## src/rtl/seq_alu.sv

```systemverilog
// seq_alu: multi-cycle ALU with valid/ready handshakes, iterative shifts and Z/C/N/ERR flags.
// Define SEQ_ALU_MUL_EN to build in the iterative shift-add multiplier (funct 7).
module seq_alu #(
  parameter int unsigned DW   = 8,
  parameter int unsigned IMMW = 6,
  parameter int unsigned SW   = $clog2(DW)
) (
  input  logic            clk,
  input  logic            rst_n,
  input  logic            in_valid,
  output logic            in_ready,
  input  logic [3:0]      funct,
  input  logic [DW-1:0]   rs1_data,
  input  logic [DW-1:0]   rd_data,
  input  logic [IMMW-1:0] imm,
  output logic            out_valid,
  input  logic            out_ready,
  output logic [DW-1:0]   out,
  output logic            flag_z,
  output logic            flag_c,
  output logic            flag_n,
  output logic            flag_err
);

  // Counter must hold DW itself for the multiplier iteration count.
  localparam int unsigned CW = SW + 1;

  typedef enum logic [1:0] {StIdle, StShift, StMul, StDone} state_e;

  state_e        state_q, state_d;
  logic [DW-1:0] a_q, a_d;
  logic [CW-1:0] cnt_q, cnt_d;
  logic          dir_q, dir_d;
  logic          sc_q, sc_d;
  logic [DW-1:0] out_q, out_d;
  logic          fz_q, fz_d, fc_q, fc_d, fn_q, fn_d, ferr_q, ferr_d;
`ifdef SEQ_ALU_MUL_EN
  logic [DW-1:0]   b_q, b_d;
  logic [2*DW-1:0] acc_q, acc_d;
  logic [DW:0]     psum;
  logic            is_mul;
`endif

  logic [DW:0]    add_w, sub_w;
  logic [DW-1:0]  imm_ext, res_val, fin_val;
  logic [SW-1:0]  shamt;
  logic           res_c, res_err, is_shift;
  logic           accept, fin_en, fin_c, fin_err;

  always_comb begin
    add_w    = {1'b0, rs1_data} + {1'b0, rd_data};
    sub_w    = {1'b0, rs1_data} - {1'b0, rd_data};
    imm_ext  = '0;
    imm_ext[IMMW-1:0] = imm;
    shamt    = rd_data[SW-1:0];
    res_val  = '0;
    res_c    = 1'b0;
    res_err  = 1'b0;
    is_shift = 1'b0;
`ifdef SEQ_ALU_MUL_EN
    is_mul   = 1'b0;
`endif
    unique case (funct)
      4'd0: begin res_val = add_w[DW-1:0]; res_c = add_w[DW]; end
      4'd1: res_val = rs1_data & rd_data;
      4'd2: res_val = rs1_data | rd_data;
      4'd3: res_val = rs1_data ^ rd_data;
      4'd4: begin res_val = sub_w[DW-1:0]; res_c = sub_w[DW]; end
      // Shift by zero completes here with the operand unchanged.
      4'd5, 4'd6: begin res_val = rs1_data; is_shift = 1'b1; end
`ifdef SEQ_ALU_MUL_EN
      4'd7: is_mul = 1'b1;
`endif
      4'd8: begin res_c = (rs1_data == rd_data); res_val = res_c ? imm_ext : DW'(1); end
      4'd9: begin res_c = (rs1_data < rd_data); res_val = res_c ? imm_ext : DW'(1); end
      4'd10: begin res_c = (rs1_data != rd_data); res_val = res_c ? imm_ext : DW'(1); end
      default: res_err = 1'b1;
    endcase
  end

  assign in_ready  = (state_q == StIdle) | ((state_q == StDone) & out_ready);
  assign accept    = in_valid & in_ready;
  assign out_valid = (state_q == StDone);

  always_comb begin
    state_d = state_q;
    a_d     = a_q;
    cnt_d   = cnt_q;
    dir_d   = dir_q;
    sc_d    = sc_q;
    fin_en  = 1'b0;
    fin_val = '0;
    fin_c   = 1'b0;
    fin_err = 1'b0;
`ifdef SEQ_ALU_MUL_EN
    b_d     = b_q;
    acc_d   = acc_q;
    psum    = {1'b0, acc_q[2*DW-1:DW]} + (b_q[0] ? {1'b0, a_q} : '0);
`endif
    unique case (state_q)
      StIdle, StDone: begin
        if ((state_q == StDone) && out_ready) state_d = StIdle;
        if (accept) begin
          if (is_shift && (shamt != '0)) begin
            state_d = StShift;
            a_d     = rs1_data;
            cnt_d   = CW'(shamt);
            dir_d   = (funct == 4'd6);
            sc_d    = 1'b0;
          end
`ifdef SEQ_ALU_MUL_EN
          else if (is_mul) begin
            state_d = StMul;
            a_d     = rs1_data;
            b_d     = rd_data;
            cnt_d   = CW'(DW);
            acc_d   = '0;
          end
`endif
          else begin
            state_d = StDone;
            fin_en  = 1'b1;
            fin_val = res_val;
            fin_c   = res_c;
            fin_err = res_err;
          end
        end
      end
      StShift: begin
        cnt_d = cnt_q - 1'b1;
        if (dir_q) begin
          sc_d = a_q[0];
          a_d  = a_q >> 1;
        end else begin
          sc_d = a_q[DW-1];
          a_d  = a_q << 1;
        end
        if (cnt_q == CW'(1)) begin
          state_d = StDone;
          fin_en  = 1'b1;
          fin_val = a_d;
          fin_c   = sc_d;
        end
      end
`ifdef SEQ_ALU_MUL_EN
      StMul: begin
        // Add the multiplicand into the high half, then shift the accumulator right.
        cnt_d = cnt_q - 1'b1;
        acc_d = {psum, acc_q[DW-1:1]};
        b_d   = b_q >> 1;
        if (cnt_q == CW'(1)) begin
          state_d = StDone;
          fin_en  = 1'b1;
          fin_val = acc_d[DW-1:0];
          fin_c   = |acc_d[2*DW-1:DW];
        end
      end
`endif
      default: state_d = StIdle;
    endcase

    out_d  = out_q;
    fz_d   = fz_q;
    fc_d   = fc_q;
    fn_d   = fn_q;
    ferr_d = ferr_q;
    if (fin_en) begin
      out_d  = fin_val;
      fz_d   = (fin_val == '0);
      fc_d   = fin_c;
      fn_d   = fin_val[DW-1];
      ferr_d = fin_err;
    end
  end

  always_ff @(posedge clk or negedge rst_n) begin
    if (!rst_n) begin
      state_q <= StIdle;
      a_q     <= '0;
      cnt_q   <= '0;
      dir_q   <= 1'b0;
      sc_q    <= 1'b0;
      out_q   <= '0;
      fz_q    <= 1'b0;
      fc_q    <= 1'b0;
      fn_q    <= 1'b0;
      ferr_q  <= 1'b0;
`ifdef SEQ_ALU_MUL_EN
      b_q     <= '0;
      acc_q   <= '0;
`endif
    end else begin
      state_q <= state_d;
      a_q     <= a_d;
      cnt_q   <= cnt_d;
      dir_q   <= dir_d;
      sc_q    <= sc_d;
      out_q   <= out_d;
      fz_q    <= fz_d;
      fc_q    <= fc_d;
      fn_q    <= fn_d;
      ferr_q  <= ferr_d;
`ifdef SEQ_ALU_MUL_EN
      b_q     <= b_d;
      acc_q   <= acc_d;
`endif
    end
  end

  assign out      = out_q;
  assign flag_z   = fz_q;
  assign flag_c   = fc_q;
  assign flag_n   = fn_q;
  assign flag_err = ferr_q;

endmodule

```

## config.mk

```make
export PLATFORM = sky130hd
export DESIGN_NAME = seq_alu
export DESIGN_NICKNAME = d
export VERILOG_FILES = /design/src/rtl/seq_alu.sv
export SDC_FILE = /design/constraint.sdc
export NUM_CORES = 1
export LEC_CHECK = 0
export CAP_MARGIN = 5
export CORE_UTILIZATION = 56
export DETAILED_ROUTE_END_ITERATION = 10
export GPL_TIMING_DRIVEN = 0
export PLACE_DENSITY_LB_ADDON = 0.12
export SLEW_MARGIN = 15
export SYNTH_ARGS = -nofsm -noshare
export SYNTH_HDL_FRONTEND = slang
export SYNTH_SLANG_ARGS = --single-unit
```

## constraint.sdc

```tcl
create_clock -name clk -period 2.77 [get_ports clk]
set_input_delay 0.277 -clock clk [delete_from_list [all_inputs] [get_ports clk]]
set_output_delay 0.277 -clock clk [all_outputs]
set_load 0.1 [all_outputs]
```

==> impl_metrics.csv <==
group,metric,value,unit
cts,cts.clk_slew.worst_paths,0.10,ns
timing,tightest_slew,0.980,ns
placement,pre_cts_ws,-0.617,ns
synthesis,synth_nets,433,
detailed_routing,drtIter0Drc,260,
critical_path,max_stage_delay,0.40,ns
detailed_routing,wl_per_cell,18.1,um
timing,tns,0,ns
critical_path,crit_buf_inv,2,
cells_and_area,syn2layout_area_growth,25.2,%
critical_path,crit_chain,"dlygate4sd2_1 > inv_2 > ha_1 > nor3_1 > nand3_2 > xor2_2 > o32ai_4 > a221oi_2 > a21o_1 > and3_1 > a32o_1",
timing,finalCritPeriodShare,96.6,%
cts,cts_tree,"built",
synthesis,synth-async-reset-ratio,100,%
grt,grt_max_degree,27,
critical_path,critPathTopFamily,"compound AO/OA/AOI/OAI gates",
detailed_routing,drt-total-wl,8890,um
run,cap_violations,0,
floorplanning,pin_count,44,
grt,grt_overflow_total,0,
timing,fmax,374,MHz
timing,grt_setup_unrepaired,"false",
timing,final_hold_viol_count,26,
detailed_routing,drc_errors,0,
cells_and_area,diodes,0,
grt,first_global_vias,2843,
cells_and_area,final_net_count,485,
synthesis,syn_inst,371,
floorplanning,die_x,75.2,um
cts,clk_path_buf_depth,2,
timing,hold_ws,-0.0267,ns
cts,cts-root-buf,"clkbuf_8",
grt,antenna_found_initial,0,
power,power.density,743,nW/um2
cts,htree_levels,1,
detailed_routing,postRouteAntennaNets,0,
power,p_leak,1.64,nW
critical_path,slowest_stage,"o32ai_4",
placement,hpwlAfterDp,6810,um
detailed_routing,firstDrtPassIters,6,
synthesis,synth_cell_type_count,69,
power,vdd_drop_max,0.674,mV
placement,io_buffers,42,
timing,clock-skew-final,0.0130,ns
synthesis,synth_edf_count,0,
cts,numCtsBuffers,3,
floorplanning,initial_core_util,58.3,%
run_status,status,"complete, but fails checks",
grt,grt_pass1_wl,13800,um
placement,gp_congestion,0.944,
synthesis,seq_area_frac_synth,21.7,%
run_status,violations,"negative hold slack",
critical_path,end_kind,"flip-flop",
timing,setup_violations,0,
floorplanning,die_h,75.2,um
critical_path,cp.arrival,2.86,ns
critical_path,worstSetupPathType,"in2reg",
detailed_routing,vias,3147,
critical_path,critPathRequiredTime,2.96,ns
cells_and_area,finish.utilization,73.1,%
cts,cts_sinks,26,
synthesis,synth.avg_cell_area,8.08,um2
power,power.total,0.00279,W
critical_path,startpoint_type,"primary input",
min_path,hold_class,"in2async",
timing,slew_violations,0,
grt,track_usage,32.7,%
synthesis,synth.ff_latch_count,26,
cts,clock_latency,0.29,ns
floorplanning,die_area,5650,um2
detailed_routing,vias_per_cell,6.40,
floorplanning,core,5140,um2
synthesis,yosys_most_used_dff,"dfrtp_1",
cells_and_area,fillers,447,
timing,maxSlewHeadroom,34.5,%
critical_path,timing.rr.start,"state_q[1]",
synthesis,syn-cell-area,3000,um2
floorplanning,num_rows,26,
critical_path,worstPathMaxFanout,6,
critical_path,crit_start,"rd_data[1]",
timing,timing.final.crit_period,2.67,ns
timing,fin_ws,0.0953,ns
cells_and_area,final_layout_size_suffix_gt1_share,15.4,%
synthesis,synth_warnings,0,
[flip-flops by register name (all words and copies together), names as in the netlist]
name,cells
flag_c,1
cnt_q,4
a_q,8
flag_err,1
flag_z,1
out,8
dir_q,1
state_q,2
[worst reg2reg max path, cell delays in order, from the launching register on]
cell and delay [ns]:
dfrtp_1 0.40, inv_1 0.08, ha_1 0.17, clkbuf_1 0.20, nand2_1 0.15, clkbuf_1 0.42, a2bb2oi_1 0.23, nand3_1 0.09
a221o_1 0.26, nand2_1 0.11, and4_1 0.19, a32o_1 0.16
[layout by cell type (no fill, tap or decap), types with 5 or more instances in the layout]
cell,netlist,layout
nor2_1,35,34
buf_4,2,8
a22o_1,8,8
mux2i_1,15,15
dlygate4sd2_1,0,8
nand2_1,29,29
a21oi_2,1,6
dfrtp_1,26,26
ha_1,30,24
o211ai_1,6,6
a21oi_1,20,15
inv_2,0,5
clkdlybuf4s50_1,0,27
buf_6,3,6
nor2b_1,6,6
clkbuf_1,7,7
a21o_1,7,6
inv_1,33,28
nand3_1,8,7
o21ai_0,31,30
nand2b_1,6,6
buf_2,11,8
[logic make-up after synthesis]
group | synth area share (%)
AO/OA/AOI/OAI | 31.0
XOR/XNOR | 1.17
adder cells (fa/ha/maj) | 13.9
buffers and inverters | 8.47
flip-flops | 21.7
multiplexers | 5.01
AND/OR/NAND/NOR | 18.8
[path summary, 6_finish.rpt]
kind	cells past startpoint	end	slack [ns]
max	11	flag_z	0.1
min	1	flag_err	-0.03
max reg2reg	11	flag_z	0.27
min reg2reg	2	out[2]	0.49
max in group asynchronous	1	cnt_q[0]	2.40
min in group clk	3	cnt_q[0]	0.44
[synthesized netlist by cell type (7+ instances only)]
cell	instances	area (um2)
clkbuf_1	7	26.3
o21ai_0	31	155
buf_2	11	55.1
a21oi_1	20	100
inv_1	33	124
nand2_1	29	109
a21o_1	7	52.6
nand3_1	8	40.0
a22o_1	8	70.1
ha_1	30	375
dfrtp_1	26	651
mux2i_1	15	150
nor2_1	35	131
[metal layers]
metal  track usage (%)  vias to the layer above  part of all wire [%]
met3              4.82                       25                   8.7
met1              45.5                     1497                    43
met4              9.67                        0                   2.3
li1                  -                     1447                     -
met5                 0                        -                     0
met2              53.0                      178                    46
[final cells by class]
type / instances / area (um2) / share of cell area, %
Buffer: 22 / 144 / 3.83
Clock buffer: 3 / 41.3 / 1.10
Clock inverter: 1 / 30.0 / 0.799
Inverter: 33 / 124 / 3.30
Multi-Input combinational cell: 289 / 2230 / 59.4
Sequential cell: 26 / 651 / 17.3
Tap cell: 70 / 87.6 / 2.33
Timing Repair Buffer: 48 / 448 / 11.9
[report_power, final]
| group | switching [W] | internal [W] | leakage [nW] |
|---|---|---|---|
| registers | 0.000125 | 0.000535 | 0.328 |
| logic | 0.00122 | 0.000585 | 1.28 |
| clock network | 0.000132 | 0.000194 | 0.0357 |
| total | 0.00147 | 0.00131 | 1.64 |
[repair_timing]
| item | in CTS | in global routing |
|---|---|---|
| hold buffers | 0 | 0 |
| setup buffers | 6 | 0 |
| gates resized for setup | 30 | 24 |
| setup endpoints to repair | 4 | 9 |
| pin swaps | 9 | 10 |
| cloned | 0 | 0 |
[through the flow]
stage,std cells,area [um2]
CTS,493,3690
detailed placement,483,3520
finish,492,3760
global placement,483,3520
global route,492,3760
floorplan,371,3010
Power figures use the tool's default switching activity.
==> RTL change: new RTL, same settings <==
Set the parameter `IMMW` to 3 (it was 6).
--- a/src/rtl/seq_alu.sv
+++ b/src/rtl/seq_alu.sv
@@ -4,3 +4,3 @@
   parameter int unsigned DW   = 8,
-  parameter int unsigned IMMW = 6,
+  parameter int unsigned IMMW = 3,
   parameter int unsigned SW   = $clog2(DW)
Interface: changed (resized imm); port bits go from 44 to 41. The function was not compared with the original's and may differ.
==> RTL change against the unedited design <==
Cell area is 2.2% lower. Clock power is 24% lower. Worst setup slack worse by 0.016 ns. Combinational power is 9% lower. Wire length is 0.32% lower. Total power is 9.8% lower. Synthesized area is 0.17% lower. Sequential cell count stayed put.
==> RTL change: results <==
group,metric,value,unit
clock_network,root_buffer,"clkbuf_8",
cells_and_area,clkCellAreaFrac,1.498,%
cells_and_area,multi_input_area,2241,sq um
cells_and_area,n_clock_buffer,4,
grt,groute.layer.met2.usage,54.75,%
cells_and_area,buffers,63,
cells_and_area,num-multi-input-gates,290,
cells_and_area,drive_above_1_share,15.42,%
detailed_routing,first_iter_violations,325,
clock_network,cts-resized-gates,21,
grt,grt_first_pass_wirelength,13370,um
cells_and_area,fill_cells,437,
place,place.gp.congestion,0.9163,
yosys,ys_seq_area_share,21.73,%
critical_path,cp_max_fo,5,
pwr,ir_drop,0.4746,mV
grt,gr-usage-met3,3.882,%
pwr,power.share.sequential,25.4,%
critical_path,crit_slowest_cell,"clkdlybuf4s50_1",
cells_and_area,fin_nets,475,
yosys,synth_nets,429,
sta,final.setup_skew,0.007305,ns
grt,gr-usage-met1,40.25,%
pwr,power_density,685.0,nW/um^2
clock_network,cts_max_path_buffers,2,
detailed_routing,vias,3163,
yosys,synth_top_cells_by_count,"nor2_1, inv_1, ha_1",
critical_path,cp.arrival,2.87,ns
cells_and_area,num-nonclk-inverters,32,
yosys,syn_area_per_cell,8.092,sq um
yosys,synth.top_cells.by_area,"dfrtp_1, ha_1, o21ai_0, nor2_1, a21oi_1",
pwr,power.leakage,1.581,nW
pwr,clkPwrFrac,9.8,%
grt,grt.total_usage,31.60,%
detailed_routing,avgViaCountPerCell,6.522,
pwr,p_sw,1.336,mW
critical_path,r2r-start,"state_q[0]$_DFFE_PN0P_",
critical_path,crit_start,"rd_data[3]",
sta,relSlewSlack,34.20,%
outcome,status,"completed",
detailed_routing,post_drt_wl_per_cell,18.26,um
grt,grt_pass1_vias,2746,
detailed_routing,first_pass_iters,7,
critical_path,critical_path.max_stage_delay,0.47,ns
place,port_buffers,39,
clock_network,clk_latency,0.27,ns
cells_and_area,nonClkBufAreaFrac,14.16,%
clock_network,cts_setup_buffers,1,
[RTL change: cell types whose count changed in the layout (fill, tap and decap cells not counted), sizes merged, moves of 4 or more]
cell and delta:
mux2i -6, o21ai -5, a22o -5, nand3 -5, nor3 +4, buf -5
[RTL change: path summary, 6_finish.rpt]
| check | endpoint | slack [ns] | depth (start not counted) |
|---|---|---|---|
| min | cnt_q[2]$_DFFE_PN0P_ | 0.003 | 1 |
| max in group asynchronous | out[3]$_DFFE_PN0P_ | 2.36 | 1 |
| max reg2reg | flag_z$_DFFE_PN0P_ | 0.19 | 9 |
| max | flag_z$_DFFE_PN0P_ | 0.08 | 11 |
| min in group clk | a_q[0]$_DFFE_PN0P_ | 0.35 | 2 |
| min reg2reg | out[6]$_DFFE_PN0P_ | 0.49 | 2 |
[RTL change: routing by layer]
layer  part of all wire [%]  up-vias
met3                    8.7       37
li1                       -     1459
met2                     48      192
met5                      0        -
met4                    3.1        0
met1                     40     1475
[RTL change: logic make-up after synthesis]
family / Yosys count / synth area share, %
AND/OR/NAND/NOR: 113 / 19.43
XOR/XNOR: 3 / 0.8777
multiplexers: 12 / 4.137
adder cells (fa/ha/maj): 32 / 13.87
flip-flops: 26 / 21.73
AO/OA/AOI/OAI: 130 / 31.84
buffers and inverters: 54 / 8.107
[RTL change: through the flow]
| stage | utilization [%] | setup TNS, ns | worst slack, ns | cell area (sq um) |
|---|---|---|---|---|
| 2_1_floorplan | - | 0 | 0.1318 | 3004 |
| 3_3_place_gp | 67.75 | -2.998 | -0.5248 | 3482 |
| 3_5_place_dp | 67.75 | -3.321 | -0.5574 | 3482 |
| 4_1_cts | 69.55 | 0 | 0.01151 | 3575 |
| 5_1_grt | 71.49 | -0.02653 | -0.02653 | 3675 |
| 6_report | 71.49 | 0 | 0.07970 | 3675 |
